$ cat src/rtl/mac_neuron_sequencer.sv
// Time-multiplexes one MAC across N_NEURONS neurons; one result per 2*N_CHUNKS+1 cycles.
// A result stays in OUTPUT until res_ready, and no memory reads are issued during that stall.
module mac_neuron_sequencer #(
    parameter int N_STAGE   = 6,
    parameter int N_CHUNKS  = 4,
    parameter int N_NEURONS = 8,
    parameter int ACC_W     = 10,
    localparam int MW  = N_STAGE + 2,
    localparam int AW  = ($clog2(N_NEURONS * N_CHUNKS) > 0) ? $clog2(N_NEURONS * N_CHUNKS) : 1,
    localparam int XW  = ($clog2(N_CHUNKS) > 0) ? $clog2(N_CHUNKS) : 1,
    localparam int NW  = ($clog2(N_NEURONS) > 0) ? $clog2(N_NEURONS) : 1
) (
    input  logic                    clk,
    input  logic                    rst,
    input  logic                    start,
    output logic                    busy,
    output logic                    done,
    output logic                    mem_rd_en,
    output logic [AW-1:0]           w_addr,
    output logic [XW-1:0]           x_addr,
    input  logic signed [MW-1:0]    mac_y,
    output logic                    res_valid,
    input  logic                    res_ready,
    output logic signed [ACC_W-1:0] res_data,
    output logic [NW-1:0]           res_idx
);

    // Wide enough for N_CHUNKS full-scale MAC results, so the running sum never wraps.
    localparam int AIW     = MW + $clog2(N_CHUNKS) + 1;
    localparam int SAT_MAX = (1 << (ACC_W - 1)) - 1;
    localparam int SAT_MIN = -(1 << (ACC_W - 1));
    localparam logic [XW-1:0] LAST_CHUNK  = XW'(N_CHUNKS - 1);
    localparam logic [NW-1:0] LAST_NEURON = NW'(N_NEURONS - 1);

    typedef enum logic [1:0] {IDLE, FETCH, ACCUM, OUTPUT} state_t;

    state_t                 state;
    logic [XW-1:0]          chunk;
    logic [NW-1:0]          neuron;
    logic signed [AIW-1:0]  acc;
    logic signed [AIW-1:0]  acc_sum;
    int                     sum_w;
    logic signed [ACC_W-1:0] res_next;

    function automatic logic [AW-1:0] row_addr(input int n, input int c);
        return AW'(n * N_CHUNKS + c);
    endfunction

    always_comb begin
        acc_sum  = acc + {{(AIW - MW){mac_y[MW-1]}}, mac_y};
        sum_w    = int'(acc_sum);
        res_next = sum_w[ACC_W-1:0];
        if (sum_w > SAT_MAX)
            res_next = ACC_W'(SAT_MAX);
        else if (sum_w < SAT_MIN)
            res_next = ACC_W'(SAT_MIN);
    end

    always_ff @(posedge clk) begin
        if (rst) begin
            state     <= IDLE;
            chunk     <= '0;
            neuron    <= '0;
            acc       <= '0;
            busy      <= 1'b0;
            done      <= 1'b0;
            mem_rd_en <= 1'b0;
            w_addr    <= '0;
            x_addr    <= '0;
            res_valid <= 1'b0;
            res_data  <= '0;
            res_idx   <= '0;
        end else begin
            done <= 1'b0;
            case (state)
                IDLE: begin
                    if (start) begin
                        state     <= FETCH;
                        neuron    <= '0;
                        chunk     <= '0;
                        acc       <= '0;
                        busy      <= 1'b1;
                        mem_rd_en <= 1'b1;
                        w_addr    <= '0;
                        x_addr    <= '0;
                    end
                end
                FETCH: begin
                    state     <= ACCUM;
                    mem_rd_en <= 1'b0;
                end
                ACCUM: begin
                    acc <= acc_sum;
                    if (chunk == LAST_CHUNK) begin
                        state     <= OUTPUT;
                        res_valid <= 1'b1;
                        res_data  <= res_next;
                        res_idx   <= neuron;
                    end else begin
                        state     <= FETCH;
                        chunk     <= chunk + XW'(1);
                        mem_rd_en <= 1'b1;
                        w_addr    <= row_addr(int'(neuron), int'(chunk) + 1);
                        x_addr    <= chunk + XW'(1);
                    end
                end
                OUTPUT: begin
                    if (res_ready) begin
                        res_valid <= 1'b0;
                        if (neuron == LAST_NEURON) begin
                            state <= IDLE;
                            busy  <= 1'b0;
                            done  <= 1'b1;
                        end else begin
                            state     <= FETCH;
                            neuron    <= neuron + NW'(1);
                            chunk     <= '0;
                            acc       <= '0;
                            mem_rd_en <= 1'b1;
                            w_addr    <= row_addr(int'(neuron) + 1, 0);
                            x_addr    <= '0;
                        end
                    end
                end
                default: state <= IDLE;
            endcase
        end
    end

endmodule
$ cat config.mk
export PLATFORM = sky130hd
export DESIGN_NAME = mac_neuron_sequencer
export DESIGN_NICKNAME = d
export VERILOG_FILES = /design/src/rtl/mac_neuron_sequencer.sv
export SDC_FILE = /design/constraint.sdc
export NUM_CORES = 1
export LEC_CHECK = 0
export CAP_MARGIN = 20
export CELL_PAD_IN_SITES_DETAIL_PLACEMENT = 0
export CELL_PAD_IN_SITES_GLOBAL_PLACEMENT = 1
export CORE_MARGIN = 5
export CORE_UTILIZATION = 39
export CTS_BUF_LIST = sky130_fd_sc_hd__clkbuf_16
export DETAILED_ROUTE_END_ITERATION = 6
export HOLD_SLACK_MARGIN = 0.06
export PLACE_DENSITY_LB_ADDON = 0.1
export SLEW_MARGIN = 30
export SYNTH_ARGS = -nofsm -noshare
export SYNTH_HDL_FRONTEND = slang
export SYNTH_SLANG_ARGS = --single-unit
$ cat constraint.sdc
create_clock -name clk -period 3.2 [get_ports clk]
set_clock_uncertainty 0.15 [all_clocks]
set_input_delay 0.32 -clock clk [delete_from_list [all_inputs] [get_ports clk]]
set_output_delay 0.32 -clock clk [all_outputs]
set_load 0.01 [all_outputs]
==> results.yml, run 1 <==
global_routing:
  antenna_found_initial: 0
  grt_overflow: 0
  track_usage_pct: 14.4
  first_global_vias: 1850
  grt_max_degree: 41
  grt_pass1_wl_um: 8600
cts:
  path_clk_slew_ns: 0.06
  clock_latency_ns: 0.28
  cts_tree: "yes"
  ctsHoldBuffers: 0
  cts_made_buffers: 5
  clock-sinks: 40
  max-clock-path-buffers: 2
  h-tree-depth: 2
  post-cts-setup-buffers: 0
  cts_root_buf: "clkbuf_16"
  cts_resized: 0
yosys:
  synth_area_leader_cell: "dfxtp_1"
  synth_edf_count: 0
  ys_async_sr_fraction_pct: 0
  yosysTopAreaCellShare_pct: 36.3
  avgSynthCellArea_um2: 8.32
  yosys_warnings: 0
  ys_seq_area_share_pct: 36.3
  ys.flop_type: "dfxtp_1"
  synth_seq_cells: 40
  syn-num-nets: 291
  synth.distinct_cells: 39
  synth_area_um2: 2200
  netlist_instances: 265
  synthTopCellsByArea: "dfxtp_1, nor2_1, ha_1"
finish:
  fin_nets: 325
  multiInputGateArea_um2: 1310
  drive_gt1_share_pct: 12.3
  ff_latch_area_um2: 801
  syn_to_final_growth_pct: 27.8
  final_cell_area_um2: 2820
  fin_cells: 372
  n_antenna_cell: 0
  fillCellCount: 537
worst_setup_path:
  crit_path_start_kind: "input pin"
  path_class: "input pin to register"
  ff2ff_path_depth: 11
  critPathArrivalTime_ns: 2.84
  cp.required_ns: 3.25
  critPathMaxFanout: 11
  end_kind: "register"
routing:
  first_iter_violations: 91
  drc: 0
  via_count: 1845
  ant_nets: 0
  firstDrtPassIters: 4
  wl_per_cell_um: 13.3
  drt_wl_total_um: 4950
  drt-vias-per-instance: 4.96
sta:
  rsz0062_at_grt: "no"
  finalCritPeriodShare_pct: 87.4
  tightest_slew_ns: 0.491
  fmax_ghz: 0.358
  setup_viol_count_final: 0
  min_period_ns: 2.80
  fin_ws_ns: 0.405
  slew_viol_final: 0
  finalHoldViolCount: 0
  slew_headroom_pct: 67.0
  finalSetupTns_ns: 0
  whs_ns: 0.301
flow_run:
  cap_violations: 0
floorplanning:
  die-area_um2: 7260
  ioPinCount: 36
  die_h_um: 85.2
  initial_utilization_pct: 40.0
  core_um2: 5510
  die-width_um: 85.2
  rows: 27
outcome:
  outcome: "finished, final reports clean"
pwr:
  power.density_nw_per_um2: 460
  total_leakage_power_nw: 1.07
  ir_worst_vdd_uv: 333
place:
  post-place-ws_ns: 0.115
  place_area_um2: 2650
  gp_congestion: 0.800
  dp_hpwl_um: 3560
  dp.cells: 364
  io_buffers: 35
min_path:
  hold_depth: 2
  min_path_type: "register to register"
-- layout by cell type (no fill, tap or decap), drive strengths merged, types with 2 or more instances in the layout --
cell type,instances
nor3,5
mux2i,2
nand2b,3
a22oi,6
inv,9
a32oi,3
ha,13
and2,2
dfxtp,40
a211oi,9
a21o,3
nand2,26
xnor2,3
xor2,8
buf,7
a31oi,2
a21oi,25
maj3,9
nand3,6
clkdlybuf4s50,35
o21ai,11
nor2,52
a2bb2oi,4
clkbuf,5
-- final cells by class --
class / instances / share of cell area, %
clock buffer: 5 / 4.44
clock inverter: 3 / 1.64
inverter: 8 / 1.07
multi-input combinational: 202 / 46.5
sequential: 40 / 28.4
tap: 72 / 3.20
timing repair buffer: 42 / 14.7
-- metrics by stage --
step / utilization, % / total power, W
floorplan: - / 0.000664
detailed placement: 48.0 / 0.000728
global placement: 48.0 / 0.000730
CTS: 51.1 / 0.00132
global route: 51.1 / 0.00136
finish: 51.1 / 0.00130
-- worst paths after layout --
kind	slack (ns)	end	startpoint
min reg2reg	0.30	res_idx[0]	res_idx[0]
max reg2reg	0.60	res_data[6]	acc[0]
max	0.40	res_data[6]	mac_y[0]
min	0.30	res_idx[0]	res_idx[0]
-- worst max-delay path, stage by stage --
cell	delay (ns)
clkdlybuf4s50_1	0.48
ha_1	0.19
inv_1	0.06
fa_1	0.39
nand2b_1	0.18
a21oi_1	0.19
o31ai_1	0.12
mux2i_1	0.15
nor2_1	0.09
buf_12	0.15
maj3_2	0.31
a211oi_2	0.21
-- kinds of logic (layout without fill, tap and decap cells) --
kind of cell | Yosys count | after routing | synth area share (%)
flip-flops | 40 | 40 | 36.3
multiplexers | 2 | 2 | 0.908
adder cells (fa/ha/maj) | 23 | 23 | 12.9
AND/OR/NAND/NOR | 99 | 99 | 18.6
XOR/XNOR | 11 | 11 | 5.22
buffers and inverters | 23 | 58 | 4.31
AO/OA/AOI/OAI | 67 | 67 | 21.7
-- routing by layer --
metal / global-route usage [%] / part of all wire, % / vias to the layer above
li1: - / - / 989
met1: 21.1 / 55 / 813
met2: 20.8 / 39 / 41
met3: 3.50 / 5.7 / 2
met4: 3.88 / 0.59 / 0
met5: 0 / 0 / -
-- synth_stat cells, types with 3 or more instances --
master	n
nor2_1	52
dfxtp_1	40
nand2_1	26
a21oi_1	24
ha_1	13
clkbuf_1	12
o21ai_0	10
a211oi_2	9
maj3_2	9
inv_1	8
xor2_1	7
a22oi_1	6
nand3_1	6
nor3_1	5
a2bb2oi_1	4
a21o_1	3
a32oi_1	3
nand2b_1	3
xnor2_1	3
-- registers in the layout (all words and copies together), names as in the netlist --
signal / count
w_addr: 5
busy: 1
mem_rd_en: 1
acc: 11
done: 1
state: 2
neuron: 3
res_data: 10
chunk: 2
res_valid: 1
res_idx: 3
-- report_power, final --
part	switching (W)	leakage [nW]	internal, W	total, W
clock network	0.000208	0.0804	0.000371	0.000579
logic	0.000109	0.669	0.0000886	0.000198
registers	0.0000102	0.324	0.000508	0.000519
Power figures use the tool's default switching activity.
==> run 2, diff against run 1 <==
--- a/config.mk
+++ b/config.mk
@@ -9,7 +9,7 @@
 export CELL_PAD_IN_SITES_DETAIL_PLACEMENT = 0
 export CELL_PAD_IN_SITES_GLOBAL_PLACEMENT = 1
 export CORE_MARGIN = 5
-export CORE_UTILIZATION = 39
+export CORE_UTILIZATION = 36
 export CTS_BUF_LIST = sky130_fd_sc_hd__clkbuf_16
 export DETAILED_ROUTE_END_ITERATION = 6
 export HOLD_SLACK_MARGIN = 0.06
==> constraint.sdc (replaced) <==
create_clock -name clk -period 2.35 [get_ports clk]
set_clock_uncertainty 0.15 [all_clocks]
set_input_delay 0.235 -clock clk [delete_from_list [all_inputs] [get_ports clk]]
set_output_delay 0.235 -clock clk [all_outputs]
set_load 0.01 [all_outputs]
==> results.yml, run 2 (synthesized netlist as in run 1, its figures left out) <==
place:
  place_area_um2: 2870
  gp_congestion: 0.834
  io_buffers: 35
  dp.cells: 395
  dp_hpwl_um: 3790
sta:
  slew_headroom_pct: 64.3
  tightest_slew_ns: 0.534
  finalHoldViolCount: 0
  whs_ns: 0.303
  fmax_ghz: 0.420
  finalCritPeriodShare_pct: 101
  min_period_ns: 2.38
  fin_ws_ns: -0.0320
  setup_viol_count_final: 5
  rsz0062_at_grt: "yes"
  slew_viol_final: 0
cts:
  max-clock-path-buffers: 2
  cts_made_buffers: 5
  clock_latency_ns: 0.28
  cts_tree: "yes"
  cts_root_buf: "clkbuf_16"
  clock-sinks: 40
  h-tree-depth: 2
  path_clk_slew_ns: 0.06
worst_setup_path:
  crit_slowest_cell: "dfxtp_2"
  cp.required_ns: 2.41
  ff2ff_path_depth: 9
  max_stage_delay_ns: 0.33
  path_class: "register to register"
  path_cells: "ha_4 > nand3_1 > or3_1 > a21oi_2 > a311oi_2 > buf_4 > xor2_4 > maj3_2 > a211oi_2"
  crit_path_start_kind: "register"
  cp_top_family: "adder cells"
  critPathArrivalTime_ns: 2.44
  r2r_start: "acc[2]"
  r2r_slack_ns: -0.03
  path_buf_inv: 1
  end_kind: "register"
  critPathMaxFanout: 5
  reg2reg_to: "res_data[1]"
finish:
  n_antenna_cell: 0
  layout_commonest_cell: "nor2_1"
  largestRegisters: "acc (11), res_data (10), w_addr (5)"
  largest_reg_flops: 11
  final_cell_area_um2: 3270
  top_register: "acc"
  most-common-layout-cells: "nor2_1, buf_4, dfxtp_1"
  post-route-util_pct: 55.2
  fin_nets: 360
  syn_to_final_growth_pct: 48.1
  fin_cells: 410
  drive_gt1_share_pct: 29.6
min_path:
  worst_hold_path.endpoint: "res_idx[1]"
  min-delay-start: "res_idx[1]"
  min_path_type: "register to register"
  hold_depth: 2
pwr:
  total_leakage_power_nw: 1.27
  ir_worst_vdd_uv: 380
  power.density_nw_per_um2: 567
  total_power_w: 0.00185
routing:
  via_count: 2042
  first_iter_violations: 86
  drt_wl_total_um: 5580
  wl_per_cell_um: 13.6
  drt-vias-per-instance: 4.98
  drc: 0
  ant_nets: 0
  firstDrtPassIters: 4
global_routing:
  track_usage_pct: 15.5
  grt_pass1_wl_um: 9450
  grt_overflow: 0
  first_global_vias: 1983
  antenna_found_initial: 0
  grt_max_degree: 41
floorplanning:
  rows: 28
  ioPinCount: 36
  core_um2: 5920
  die-area_um2: 7790
  die_h_um: 88.3
  die-width_um: 88.3
  initial_utilization_pct: 37.2
flow_run:
  cap_violations: 0
outcome:
  outcome: "finished with violations"
  violations: "setup timing"
[run 2: changes by cell type in the layout (fill, tap and decap cells not counted), moves of 3 or more]
cell / delta
ha_4: +6
dlygate4sd2_1: +7
buf_4: +32
dfxtp_1: -6
dfxtp_2: +6
buf_6: +3
clkdlybuf4s50_1: -7
ha_1: -6
[run 2: power breakdown]
part	total, W	switching (W)	internal [W]
Sequential	0.000705	0.0000124	0.000693
Combinational	0.000360	0.000181	0.000179
Clock	0.000785	0.000286	0.000499
Total	0.00185	0.000479	0.00137
[run 2: worst max-delay path by stage]
stage | startpoint | endpoint | slack, ns | cells after the start
2_1_floorplan | acc[0] | res_data[3] | 0.002 | 11
3_3_place_gp | mac_y[0] | res_data[6] | -0.50 | 12
3_5_place_dp | mac_y[0] | res_data[7] | -0.57 | 12
4_1_cts | acc[0] | res_data[0] | -0.05 | 11
5_1_grt | acc[0] | res_data[1] | -0.14 | 11
6_report | acc[2] | res_data[1] | -0.03 | 9
[run 2: worst min-delay path: cells and delay by family (launching register included)]
kind             cells  cell delay [ns]
flip-flops           1             0.31
AND/OR/NAND/NOR      1             0.05
AO/OA/AOI/OAI        1             0.05
[run 2: cell type report]
type	count	area, um^2
Inverter	8	30.0
Timing Repair Buffer	76	661
Fill cell	572	2660
Clock inverter	3	42.5
Multi-Input combinational cell	203	1510
Sequential cell	40	808
Clock buffer	5	125
Tap cell	75	93.8
[run 2: metrics by stage]
step                setup WS, ns  setup TNS (ns)
floorplan                0.00151               0
global placement          -0.499           -6.59
detailed placement        -0.570           -7.22
CTS                      -0.0465          -0.270
global route              -0.135          -0.996
finish                   -0.0320         -0.0525
[run 2: per-layer routing]
layer  share of wire (%)  global-route usage (%)
met5                   0                       0
met4                 1.3                    4.95
met2                  41                    22.2
met3                 6.0                    4.19
met1                  52                    22.5
[run 2: what timing repair did]
item	4_1_cts	5_1_grt
cloned	2	0
setup endpoints to repair	15	19
hold buffers	0	0
pin swaps	33	13
resized for setup	28	15
hold endpoints to repair	0	0
setup buffers	4	1
